`config.mk`:
```
export PLATFORM = sky130hd
export DESIGN_NAME = blackparrot_fpga_host_arb
export DESIGN_NICKNAME = d
export VERILOG_FILES = /design/src/rtl/bp_fpga_host_pkg.sv /design/src/rtl/bsg_fifo_1r1w_small.sv /design/src/rtl/blackparrot_fpga_host_arb.sv
export SDC_FILE = /design/constraint.sdc
export NUM_CORES = 1
export LEC_CHECK = 0
export BUFFER_PORTS_ARGS = -buffer_cell sky130_fd_sc_hd__buf_2
export CAP_MARGIN = 20
export CORE_AREA = 2 2 210 212
export CTS_CLUSTER_SIZE = 8
export DETAILED_ROUTE_END_ITERATION = 10
export DIE_AREA = 0 0 212 214
export PLACE_DENSITY = 0.3
export SLEW_MARGIN = 20
export SYNTH_ARGS = -nofsm -noshare
export SYNTH_HDL_FRONTEND = slang
export SYNTH_SLANG_ARGS = --single-unit
export TNS_END_PERCENT = 100
```
`constraint.sdc`:
```
create_clock -name clk_i -period 3.3 [get_ports clk_i]
set_clock_uncertainty 0.2 [all_clocks]
set_input_delay 0.165 -clock clk_i [delete_from_list [all_inputs] [get_ports clk_i]]
set_output_delay 0.165 -clock clk_i [all_outputs]
set_load 0.02 [all_outputs]
```
`src/rtl/bp_fpga_host_pkg.sv`:
```
`default_nettype none
// ============================================================================
//  Module      : bp_fpga_host_pkg
//  Description : Shared types for the BlackParrot FPGA host arbiter: the
//                arbiter FSM states, the host command record and the
//                requester id constants (NBF loader, debug host).
//  Revision    : 1.0 - initial release
// ============================================================================
package bp_fpga_host_pkg;

    // Widest address/data the command record carries; narrower instances
    // zero-extend into it and truncate back out.
    localparam int C_HOST_ADDR_MAX_W = 64;
    localparam int C_HOST_DATA_MAX_W = 64;

    // Requester ids
    localparam logic C_ID_NBF   = 1'b0;
    localparam logic C_ID_DEBUG = 1'b1;

    typedef enum logic [0:0] {
        e_arb   = 1'b0,
        e_fence = 1'b1
    } host_state_e;

    typedef struct packed {
        logic                         fence;
        logic                         w;
        logic [2:0]                   size;
        logic [C_HOST_ADDR_MAX_W-1:0] addr;
        logic [C_HOST_DATA_MAX_W-1:0] data;
    } host_cmd_s;

endpackage
`default_nettype wire

```
`src/rtl/bsg_fifo_1r1w_small.sv`:
```
`default_nettype none
// ============================================================================
//  Module      : bsg_fifo_1r1w_small
//  Description : Small flop-based FIFO, one write / one read port,
//                valid/ready on the write side, valid/yumi on the read side.
//                els_p must be a power of two, at least 2.
//  Ports       : clk_i, reset_i (async, active-high)
//                v_i/ready_o/data_i   - push side
//                v_o/data_o/yumi_i    - pop side (data_o is the head)
//  Revision    : 1.0 - initial release
// ============================================================================
module bsg_fifo_1r1w_small #(
    parameter int width_p = 1,
    parameter int els_p   = 4
) (
    input  logic               clk_i,
    input  logic               reset_i,
    input  logic               v_i,
    output logic               ready_o,
    input  logic [width_p-1:0] data_i,
    output logic               v_o,
    output logic [width_p-1:0] data_o,
    input  logic               yumi_i
);

    localparam int PTR_W = $clog2(els_p);

    // Pointers carry one extra wrap bit so full and empty are distinguishable.
    logic [PTR_W:0]       wptr_q, wptr_d;
    logic [PTR_W:0]       rptr_q, rptr_d;
    logic [width_p-1:0]   mem_q [els_p];
    logic                 w_push;
    logic                 w_pop;

    always_comb begin
        ready_o = !((wptr_q[PTR_W] != rptr_q[PTR_W]) &&
                    (wptr_q[PTR_W-1:0] == rptr_q[PTR_W-1:0]));
        v_o     = (wptr_q != rptr_q);
        data_o  = mem_q[rptr_q[PTR_W-1:0]];
        w_push  = v_i & ready_o;
        w_pop   = yumi_i & v_o;
        wptr_d  = w_push ? wptr_q + 1'b1 : wptr_q;
        rptr_d  = w_pop  ? rptr_q + 1'b1 : rptr_q;
    end

    always_ff @(posedge clk_i or posedge reset_i) begin
        if (reset_i) begin
            wptr_q <= '0;
            rptr_q <= '0;
        end else begin
            wptr_q <= wptr_d;
            rptr_q <= rptr_d;
        end
    end

    // Storage needs no reset: nothing is read until a push has written it.
    always_ff @(posedge clk_i) begin
        if (w_push) begin
            mem_q[wptr_q[PTR_W-1:0]] <= data_i;
        end
    end

endmodule
`default_nettype wire

```
`src/rtl/blackparrot_fpga_host_arb.sv`:
```
`default_nettype none
// ============================================================================
//  Module      : blackparrot_fpga_host_arb
//  Description : Round-robin arbiter between the NBF loader (id 0) and the
//                debug host (id 1) in front of bp_me_fifo_to_axi. Tracks
//                outstanding AXI writes, routes read responses back by
//                request order, and implements fences that drain writes.
//  Ports       : req_*      - per-requester command inputs, req_ready_and_o
//                resp_*     - per-requester read responses (shared data)
//                cmd_*      - forwarded command to bp_me_fifo_to_axi
//                rd_*       - read response from bp_me_fifo_to_axi
//                wr_done_i  - one pulse per AXI write completion
//                wr_count_o - outstanding writes, error_o - sticky error
//  Revision    : 1.0 - initial release
// ============================================================================
module blackparrot_fpga_host_arb
    import bp_fpga_host_pkg::*;
#(
    parameter int addr_width_p = 64,
    parameter int data_width_p = 64,
    parameter int max_writes_p = 8,
    parameter int max_reads_p  = 4
) (
    input  logic                               clk_i,
    input  logic                               reset_i,
    input  logic [1:0]                         req_v_i,
    input  logic [1:0]                         req_fence_i,
    input  logic [1:0]                         req_w_i,
    input  logic [2*addr_width_p-1:0]          req_addr_i,
    input  logic [2*data_width_p-1:0]          req_data_i,
    input  logic [5:0]                         req_size_i,
    output logic [1:0]                         req_ready_and_o,
    output logic [1:0]                         resp_v_o,
    output logic [data_width_p-1:0]            resp_data_o,
    input  logic [1:0]                         resp_ready_and_i,
    output logic                               cmd_v_o,
    output logic                               cmd_w_o,
    output logic [addr_width_p-1:0]            cmd_addr_o,
    output logic [data_width_p-1:0]            cmd_data_o,
    output logic [2:0]                         cmd_size_o,
    input  logic                               cmd_ready_and_i,
    input  logic                               rd_v_i,
    input  logic [data_width_p-1:0]            rd_data_i,
    output logic                               rd_ready_and_o,
    input  logic                               wr_done_i,
    output logic [$clog2(max_writes_p+1)-1:0]  wr_count_o,
    output logic                               error_o
);

    localparam int                  WR_CNT_W     = $clog2(max_writes_p+1);
    localparam logic [WR_CNT_W-1:0] C_MAX_WRITES = WR_CNT_W'(max_writes_p);

    host_state_e          state_q, state_d;
    logic                 fence_id_q, fence_id_d;
    logic                 prio_q, prio_d;
    logic [WR_CNT_W-1:0]  wr_count_q, wr_count_d;
    logic                 error_q, error_d;

    host_cmd_s [1:0]      w_req;
    host_cmd_s            w_sel;
    logic [1:0]           w_elig;
    logic                 w_grant;
    logic                 w_credit_ok;
    logic                 w_cmd_fire;
    logic                 w_fence_hit;
    logic                 w_fence_ack;
    logic                 w_ack_id;
    logic                 w_fifo_ready;
    logic                 w_fifo_v;
    logic                 w_fifo_head;
    logic                 w_fifo_push;
    logic                 w_fifo_pop;

    assign w_credit_ok = (wr_count_q < C_MAX_WRITES);

    for (genvar i = 0; i < 2; i++) begin : g_req
        localparam logic C_ID = 1'(i);

        assign w_req[i] = '{
            fence: req_fence_i[i],
            w:     req_w_i[i],
            size:  req_size_i[3*i +: 3],
            addr:  C_HOST_ADDR_MAX_W'(req_addr_i[addr_width_p*i +: addr_width_p]),
            data:  C_HOST_DATA_MAX_W'(req_data_i[data_width_p*i +: data_width_p])
        };

        // While fencing, the fencing requester is frozen and the other side
        // may only issue reads (no writes, no second fence).
        assign w_elig[i] = req_v_i[i] &
            ((state_q == e_fence)
                ? ((C_ID != fence_id_q) & ~w_req[i].fence & ~w_req[i].w & w_fifo_ready)
                : (w_req[i].fence | (w_req[i].w ? w_credit_ok : w_fifo_ready)));
    end

    // Priority holder wins if eligible; otherwise the other side takes the
    // grant so an ineligible head never blocks the other requester.
    assign w_grant = w_elig[prio_q] ? prio_q : (w_elig[~prio_q] ? ~prio_q : prio_q);

    always_comb begin
        state_d         = state_q;
        fence_id_d      = fence_id_q;
        prio_d          = prio_q;
        wr_count_d      = wr_count_q;
        error_d         = error_q;
        req_ready_and_o = '0;
        resp_v_o        = '0;
        rd_ready_and_o  = 1'b0;
        w_fifo_pop      = 1'b0;
        w_fence_ack     = 1'b0;
        w_ack_id        = w_grant;

        w_sel       = w_req[w_grant];
        cmd_v_o     = ~reset_i & w_elig[w_grant] & ~w_sel.fence;
        w_cmd_fire  = cmd_v_o & cmd_ready_and_i;
        w_fence_hit = ~reset_i & w_elig[w_grant] & w_sel.fence;
        w_fifo_push = w_cmd_fire & ~w_sel.w;

        if (w_cmd_fire) begin
            req_ready_and_o[w_grant] = 1'b1;
        end

        case (state_q)
            e_arb: begin
                if (w_fence_hit) begin
                    if (wr_count_q == '0) begin
                        req_ready_and_o[w_grant] = 1'b1;
                        w_fence_ack              = 1'b1;
                    end else begin
                        state_d    = e_fence;
                        fence_id_d = w_grant;
                    end
                end
            end
            e_fence: begin
                if (!reset_i && (wr_count_q == '0)) begin
                    req_ready_and_o[fence_id_q] = 1'b1;
                    w_fence_ack                 = 1'b1;
                    w_ack_id                    = fence_id_q;
                    state_d                     = e_arb;
                end
            end
            default: state_d = e_arb;
        endcase

        if (w_cmd_fire) begin
            prio_d = ~w_grant;
        end else if (w_fence_ack) begin
            prio_d = ~w_ack_id;
        end

        // Write credits: simultaneous issue and completion cancel out.
        if (w_cmd_fire && w_sel.w && !wr_done_i) begin
            wr_count_d = wr_count_q + 1'b1;
        end else if (!(w_cmd_fire && w_sel.w) && wr_done_i) begin
            if (wr_count_q == '0) begin
                error_d = 1'b1;
            end else begin
                wr_count_d = wr_count_q - 1'b1;
            end
        end

        // Responses return in issue order; the FIFO head names the owner.
        // With nothing outstanding the response is sunk and flagged.
        if (!reset_i) begin
            if (w_fifo_v) begin
                resp_v_o[w_fifo_head] = rd_v_i;
                rd_ready_and_o        = resp_ready_and_i[w_fifo_head];
                w_fifo_pop            = rd_v_i & resp_ready_and_i[w_fifo_head];
            end else begin
                rd_ready_and_o = 1'b1;
                if (rd_v_i) begin
                    error_d = 1'b1;
                end
            end
        end
    end

    assign cmd_w_o     = w_sel.w;
    assign cmd_addr_o  = addr_width_p'(w_sel.addr);
    assign cmd_data_o  = data_width_p'(w_sel.data);
    assign cmd_size_o  = w_sel.size;
    assign resp_data_o = rd_data_i;
    assign wr_count_o  = wr_count_q;
    assign error_o     = error_q;

    always_ff @(posedge clk_i or posedge reset_i) begin
        if (reset_i) begin
            state_q    <= e_arb;
            fence_id_q <= C_ID_NBF;
            prio_q     <= C_ID_NBF;
            wr_count_q <= '0;
            error_q    <= 1'b0;
        end else begin
            state_q    <= state_d;
            fence_id_q <= fence_id_d;
            prio_q     <= prio_d;
            wr_count_q <= wr_count_d;
            error_q    <= error_d;
        end
    end

    bsg_fifo_1r1w_small #(
        .width_p (1),
        .els_p   (max_reads_p)
    ) u_order_fifo (
        .clk_i   (clk_i),
        .reset_i (reset_i),
        .v_i     (w_fifo_push),
        .ready_o (w_fifo_ready),
        .data_i  (w_grant),
        .v_o     (w_fifo_v),
        .data_o  (w_fifo_head),
        .yumi_i  (w_fifo_pop)
    );

endmodule
`default_nettype wire

```
==> results of run 1 <==
==> worst reg2reg max path, stage by stage, from the launching register on <==
cell and delay (ps):
dfrtp_1 380, xor2_1 170, or3_4 430, and3_4 190, o32ai_4 270, nand2_2 110, inv_4 80, nand3_4 70
inv_2 80, ha_4 150, inv_4 50, ha_4 200, a21o_1 160, a21oi_2 140, nor2_1 60, a21oi_1 110
nor2_1 70, xor2_1 130
==> kinds of logic after synthesis <==
family                     Yosys count
and+or+nand+nor                     51
buffers and inverters               92
muxes                              136
DFF                                 18
adders and majority gates           10
xor gates and xnor gates            10
AOI/OAI and AO/OA                   36
==> sequential cells by signal, summed over array words and instances (netlist names) <==
signal,cells
u_order_fifo.rptr_q,3
u_order_fifo.mem_q,4
wr_count_o,4
state_q,1
fence_id_q,1
u_order_fifo.wptr_q,3
prio_q,1
error_o,1
==> power by group <==
part | switching [uW] | internal [uW]
registers | 98.0 | 320
logic | 2260 | 2060
clock network | 88.3 | 161
==> cells in the final DEF (no fill, tap or decap), drive strengths merged, types with 2 or more instances in the layout <==
cell type / count
and2: 3
nor3: 2
edfxtp: 4
nand2: 8
dfrtp: 14
nand3: 3
xor2: 6
mux2: 133
and3: 3
a31oi: 2
o21a: 2
buf: 453
o211ai: 2
inv: 12
ha: 9
a21o: 2
nor4: 2
o32ai: 2
xnor2: 4
nor2: 19
mux2i: 2
o21ai: 8
a21oi: 10
nor2b: 7
clkbuf: 4
==> cell type report <==
class	instances	area share (%)
clock inverter	1	0.05846
timing repair buffer	455	38.60
multi-input combinational	243	40.59
inverter	12	0.8184
sequential	18	7.327
antenna	1	0.03897
tap	585	11.40
clock buffer	3	1.169
==> per-stage QoR <==
| stage | hold slack [ps] | area, um2 |
|---|---|---|
| finish | 16.65 | 6421 |
| global route | 49.02 | 6419 |
| CTS | 21.89 | 6282 |
| floorplan | -129.8 | 3691 |
| detailed placement | 103.0 | 6188 |
| global placement | 117.4 | 6188 |
==> routing by layer <==
metal / vias up / GRT usage, %
met3: 18 / 3.167
met5: - / 0
met4: 0 / 1.268
li1: 1956 / -
met2: 315 / 13.54
met1: 1879 / 10.35
==> worst paths after layout <==
| path | start | endpoint | slack, ps |
|---|---|---|---|
| max reg2reg | u_order_fifo.wptr_q[1]$_DFFE_PP0N_ | wr_count_o[3]$_DFFE_PP0P_ | 120 |
| min reg2reg | u_order_fifo.rptr_q[2]$_DFFE_PP0P_ | u_order_fifo.rptr_q[2]$_DFFE_PP0P_ | 300 |
| max | u_order_fifo.wptr_q[1]$_DFFE_PP0N_ | wr_count_o[3]$_DFFE_PP0P_ | 120 |
| min | rd_v_i | error_o$_DFF_PP0_ | 20 |
| min in group asynchronous | reset_i | u_order_fifo.rptr_q[0]$_DFFE_PP0P_ | 380 |
| max in group asynchronous | reset_i | wr_count_o[3]$_DFFE_PP0P_ | 2330 |
==> timing repair <==
item | 4_1_cts | 5_1_grt
hold buffers | 1 | 0
pin swaps | 0 | 9
gates cloned | 0 | 1
resized for setup | 1 | 9
setup buffers | 0 | 6
hold endpoints to repair | 14 | 0
endpoints found under the setup margin | 3 | 10
==> summary.md, run 1 <==
| Metric | Value |
|---|---|
| Top_reg_cell synth | dfrtp_1 |
| Max-slew violation count | 0 |
| First DRT Iteration DRCs | 74 |
| CTS tree | done |
| Library cells used by synthesis | 54 |
| Tightest Pin Transition | 475.3 ps |
| Post-synthesis register bit count | 18 |
| YS warnings | 0 |
| Non-filler instance count after layout | 1318 |
| Crit end category | flop |
| Largest family of logic cells by synthesized area | multiplexers |
| Synth Area in Simple Gates | 7.929% |
| Setup TNS Final | 0 ps |
| R2R cell count | 17 |
| DRT Pass-1 Iters | 4 |
| FMAX | 314.4 MHz |
| Power Density | 776.8 nW/um2 |
| CP Class | reg -> reg |
| Max cap viols | 0 |
| Mux contribution to synthesized area | 48.12% |
| Yosys top cell area share | 24.20% |
| Clk Latency, worst-skew pair | 250 ps |
| Wirelength per Cell | 15.35 um |
| Met1 WL | 8436 um |
| Final setup margin | 119.4 ps |
| Vias in the first global route | 4263 |
| Outcome | completed |
| Cell count after synthesis | 353 |
| Final hold vios | 0 |
| Routed WL | 20230 um |
| Final core occ | 14.97% |
| Top cells by count, synth | 73 x mux2_2, 65 x buf_4, 59 x mux2_4, 17 x nor2_1, 14 x dfrtp_1 |
| CTS buffer count | 3 |
| Slew Limit Headroom | 67.98% |
| Pin count of the biggest net entering global routing | 43 |
| Met2 WL | 9381 um |
| CP delay by family, top | simple AND/OR/NAND/NOR gates |
| Register area share after synthesis | 12.85% |
| CP Buf/Inv Count | 3 |
| Initial antenna violation count | 6 |
| Vias | 4168 |
| Root buffer cell | clkbuf_16 |
| Syn Nets | 702 |
| Die Y | 214 um |
| Multi-input gate area | 2606 um2 |
| Met3 wire len | 2139 um |
| Post-Synth XOR/XNOR Area | 2.392% |
| Initial core utilization | 8.537% |
| Tmin final | 3181 ps |
| Synthesized cell area | 3661 um2 |
| Detail-routed via count per cell | 3.162 |
| Final worst path period share | 96.38% |
| Gr usage total | 8.245% |
| Hold depth | 3 |
| Total clock sinks | 18 |
| Final setup viols | 0 |
| Clock tree buffer depth | 2 |
| Core area | 42890 um2 |
| Port-buffer cells | 417 |
| Peak supply drop | 0.2515 mV |
| Dpl cells | 1305 |
| Residual DRC | 0 |
| Synth area leader | mux2_4 |
| LEAKAGE | 0.003220 uW |
| Synth area leaders | mux2_4 24%, mux2_2 22%, buf_4 13% |
| Critical path depth in cells | 17 |
| Async SR Flop Fraction | 77.78% |
| Adder-Cell Fraction of Synth Area | 3.623% |
| First-pass GRT wire length | 27630 um |
| Nets | 1082 |
| Compound-Gate Fraction of Synth Area | 7.245% |
| Worst Path Max Fanout | 5 |
| Die W | 212 um |
| Fraction of final layout cells sized beyond drive strength 1 | 83.74% |
| Most common cell in the netlist | mux2_2 |
| EDFF count, synth | 4 |
| Dpl ws | -16.71 ps |
| HP Class | in -> reg |
| Total grt overflow | 0 |
| CP arrival | 3110 ps |
| Total power | 4988 uW |
| Die area | 45370 um2 |
| # rows | 76 |
| Clk slew on worst S/H paths | 50 ps |
| Routability cong. | 0.8114 |
| Hpwl dp | 18160 um |
| Max layer used | met4 |
| Worst path cell trace | xor2_1, or3_4, and3_4, o32ai_4, nand2_2, inv_4, nand3_4, inv_2, ha_4, inv_4, ha_4, a21o_1, a21oi_2, nor2_1, a21oi_1, nor2_1, xor2_1 |
| Detail Route Antenna Nets | 0 |
| Sequential cell area | 470.5 um2 |
| I/O Pins | 546 |
| CP startpoint kind | flop |
| Area grow syn2layout | 75.39% |
| CP peak stage delay | 430 ps |
| Mean post-synth cell area | 10.37 um2 |
| Crit path required time | 3230 ps |
| H-tree depth | 1 |
| Filler instances | 4911 |
| Crit path max-delay cell type | or3_4 |
| RSZ-0062 raised after global routing | yes |
(Power assumes the default switching activity.)
==> inputs of run 2 (changes only) <==
--- a/config.mk
+++ b/config.mk
@@ -8,6 +8,7 @@
 export BUFFER_PORTS_ARGS = -buffer_cell sky130_fd_sc_hd__buf_2
 export CAP_MARGIN = 20
 export CORE_AREA = 2 2 210 212
+export CTS_BUF_LIST = sky130_fd_sc_hd__clkbuf_8
 export CTS_CLUSTER_SIZE = 8
 export DETAILED_ROUTE_END_ITERATION = 10
 export DIE_AREA = 0 0 212 214
@@ -15,5 +16,6 @@
 export SLEW_MARGIN = 20
 export SYNTH_ARGS = -nofsm -noshare
 export SYNTH_HDL_FRONTEND = slang
+export SYNTH_HIERARCHICAL = 1
 export SYNTH_SLANG_ARGS = --single-unit
 export TNS_END_PERCENT = 100
==> run 2 against run 1 <==
The run now ends with setup timing left. Total power rose by 23%. Critical endpoint unchanged. Sequential cell count did not move. Global-route usage rose by 2.2 points. Critical path depth fell by 3. Combinational power rose by 28%.
==> summary.md, run 2 <==
| Metric | Value |
|---|---|
| Most common cell in the netlist | mux2_1 |
| DRT Pass-1 Iters | 4 |
| CP peak stage delay | 450 ps |
| Max cap viols | 0 |
| Hpwl dp | 23540 um |
| Initial antenna violation count | 8 |
| R2R Path Start | u_order_fifo/rptr_q[0]$_DFFE_PP0P_ |
| Area grow syn2layout | 114.9% |
| Routed WL | 27620 um |
| Initial core utilization | 8.201% |
| CTS buffer count | 3 |
| Vias in the first global route | 4401 |
| EDFF count, synth | 4 |
| First-pass GRT wire length | 32930 um |
| # rows | 76 |
| Commonest non-fill, non-tap cell in the layout | buf_2 |
| Total power | 6144 uW |
| Design Area, Final | 7560 um2 |
| CTS tree | done |
| Final core occ | 17.63% |
| Crit path required time | 3280 ps |
| Die Y | 214 um |
| Clock tree buffer depth | 2 |
| Tightest Pin Transition | 452.9 ps |
| Core area | 42890 um2 |
| H-tree depth | 1 |
| Critical path depth in cells | 14 |
| CP arrival | 3420 ps |
| Async SR Flop Fraction | 77.78% |
| Detail-routed via count per cell | 3.309 |
| CP endpoint | wr_count_o[3]$_DFFE_PP0P_ |
| FMAX | 290.9 MHz |
| Top_reg_cell synth | dfrtp_1 |
| Final setup viols | 1 |
| Slew Limit Headroom | 69.42% |
| RSZ-0062 raised after global routing | yes |
| Tmin final | 3437 ps |
| Power Density | 812.8 nW/um2 |
| Register area share after synthesis | 13.38% |
| Total clock sinks | 18 |
| Final hold vios | 0 |
| Setup crit start | u_order_fifo/rptr_q[0]$_DFFE_PP0P_ |
| Die W | 212 um |
| Residual DRC | 0 |
| Final setup margin | -137.4 ps |
| Library cells used by synthesis | 51 |
| HP Class | in -> reg |
| Vias | 4493 |
| Crit end category | flop |
| Wirelength per Cell | 20.34 um |
| Syn Nets | 711 |
| Fraction of final layout cells sized beyond drive strength 1 | 80.34% |
| Cell count after synthesis | 362 |
| Total grt overflow | 0 |
| Setup TNS Final | -137.4 ps |
| Routability cong. | 0.9274 |
| Mean post-synth cell area | 9.716 um2 |
| Nets | 1118 |
| Clk slew on worst S/H paths | 80 ps |
| First DRT Iteration DRCs | 118 |
| Synth area leader | mux2_1 |
| Commonest non-fill, non-tap cells in the layout | 336 x buf_2, 82 x mux2_4, 81 x buf_6 |
| YS warnings | 6 |
| Worst path cell trace | xnor2_4, nand3_2, nor2b_4, o32ai_4, o21ai_2, a311oi_4, and3_1, ha_2, inv_2, ha_1, nor2b_1, or4_1, a21oi_2, xor2_1 |
| Synthesized cell area | 3517 um2 |
| Clk Latency, worst-skew pair | 260 ps |
| CP Buf/Inv Count | 1 |
| Max-slew violation count | 0 |
| Failing checks | setup timing |
| R2R Setup Slk | -140 ps |
| Crit path max-delay cell type | dfrtp_2 |
| CP delay by family, top | simple AND/OR/NAND/NOR gates |
| Port-buffer cells | 417 |
| Detail Route Antenna Nets | 0 |
| Gr usage total | 10.41% |
| R2R cell count | 14 |
| Die area | 45370 um2 |
| Top cells by count, synth | 79 x mux2_1, 64 x buf_4, 52 x mux2_2, 14 x dfrtp_1, 11 x inv_1 |
| I/O Pins | 546 |
| CP Class | reg -> reg |
| Worst Path Max Fanout | 4 |
| Post-synthesis register bit count | 18 |
| Yosys top cell area share | 25.29% |
| Root buffer cell | clkbuf_8 |
| CP startpoint kind | flop |
| Peak supply drop | 0.2549 mV |
| DP Area | 6227 um2 |
| R2r endpoint | wr_count_o[3]$_DFFE_PP0P_ |
| Synth area leaders | mux2_1 25%, mux2_2 17%, buf_4 14% |
| Pin count of the biggest net entering global routing | 39 |
| Final worst path period share | 104.2% |
| LEAKAGE | 0.003750 uW |
| Outcome | finished, violations left |
## run 2: kinds of logic (layout without fill, tap and decap cells)
kind of cell	Yosys count	in the layout	share of synthesized area, %
flip-flops	18	18	13.38
buffers and inverters	92	498	18.82
AO/OA/AOI/OAI	42	42	8.610
adder cells (fa/ha/maj)	11	11	4.091
multiplexers	136	136	43.83
other	0	5	0
AND/OR/NAND/NOR	51	51	8.075
XOR/XNOR	12	12	3.202
## run 2: worst reg2reg max path: cells and delay by family, from the launching register on
family / cells / cell delay (ps)
flops: 1 / 450
buf+inv: 1 / 60
compound gates: 4 / 840
fa+ha+maj: 2 / 470
xor+xnor: 2 / 340
simple gates: 5 / 1030
## run 2: area by class of cell
type                            instances  area [um2]
Antenna cell                            5       12.51
Clock buffer                            3       41.29
Clock inverter                          1       3.754
Fill cell                            4847       35330
Inverter                               11       41.29
Multi-Input combinational cell        252        2854
Sequential cell                        18       478.0
Tap cell                              585       732.0
Timing Repair Buffer                  483        3397
## run 2: what timing repair did
action | CTS | global route
endpoints found under the setup margin | 15 | 74
hold endpoints to repair | 14 | 0
pin swaps | 5 | 3
gates cloned | 0 | 6
gates resized for setup | 6 | 316
setup buffers | 2 | 10
hold buffers | 1 | 0
## run 2: worst min-delay path by stage
stage / start / endpoint / slack [ps] / cells past startpoint
floorplan: reset_i / u_order_fifo/rptr_q[1]$_DFFE_PP0P_ / -240 / 1
global placement: reset_i / u_order_fifo/rptr_q[1]$_DFFE_PP0P_ / 30 / 2
detailed placement: reset_i / u_order_fifo/rptr_q[1]$_DFFE_PP0P_ / 30 / 2
CTS: wr_done_i / error_o$_DFF_PP0_ / 80 / 3
global route: wr_done_i / error_o$_DFF_PP0_ / 110 / 3
finish: wr_done_i / error_o$_DFF_PP0_ / 90 / 3
## run 2: stage by stage
step / worst slack, ps / cells / hold slack [ps]
floorplan: -418.7 / 362 / -244.3
global placement: -309.2 / 1330 / 27.07
detailed placement: -285.8 / 1330 / 32.00
CTS: -233.6 / 1337 / 83.94
global route: -357.8 / 1354 / 112.8
finish: -137.4 / 1358 / 92.06
## run 2: routing by layer
layer / wire [um] / GRT usage, % / vias to the layer above / part of all wire [%]
met5: 151 / 2.478 / - / 0.55
met4: 1073 / 3.357 / 4 / 3.9
met3: 3464 / 5.718 / 26 / 13
met2: 12910 / 17.30 / 290 / 47
met1: 10030 / 10.97 / 2087 / 36
li1: - / - / 2086 / -
## run 2: where the power goes
part | switching, uW | total [uW] | internal (uW)
Sequential | 122 | 438 | 317
Combinational | 2640 | 5540 | 2900
Clock | 80.0 | 163 | 82.8
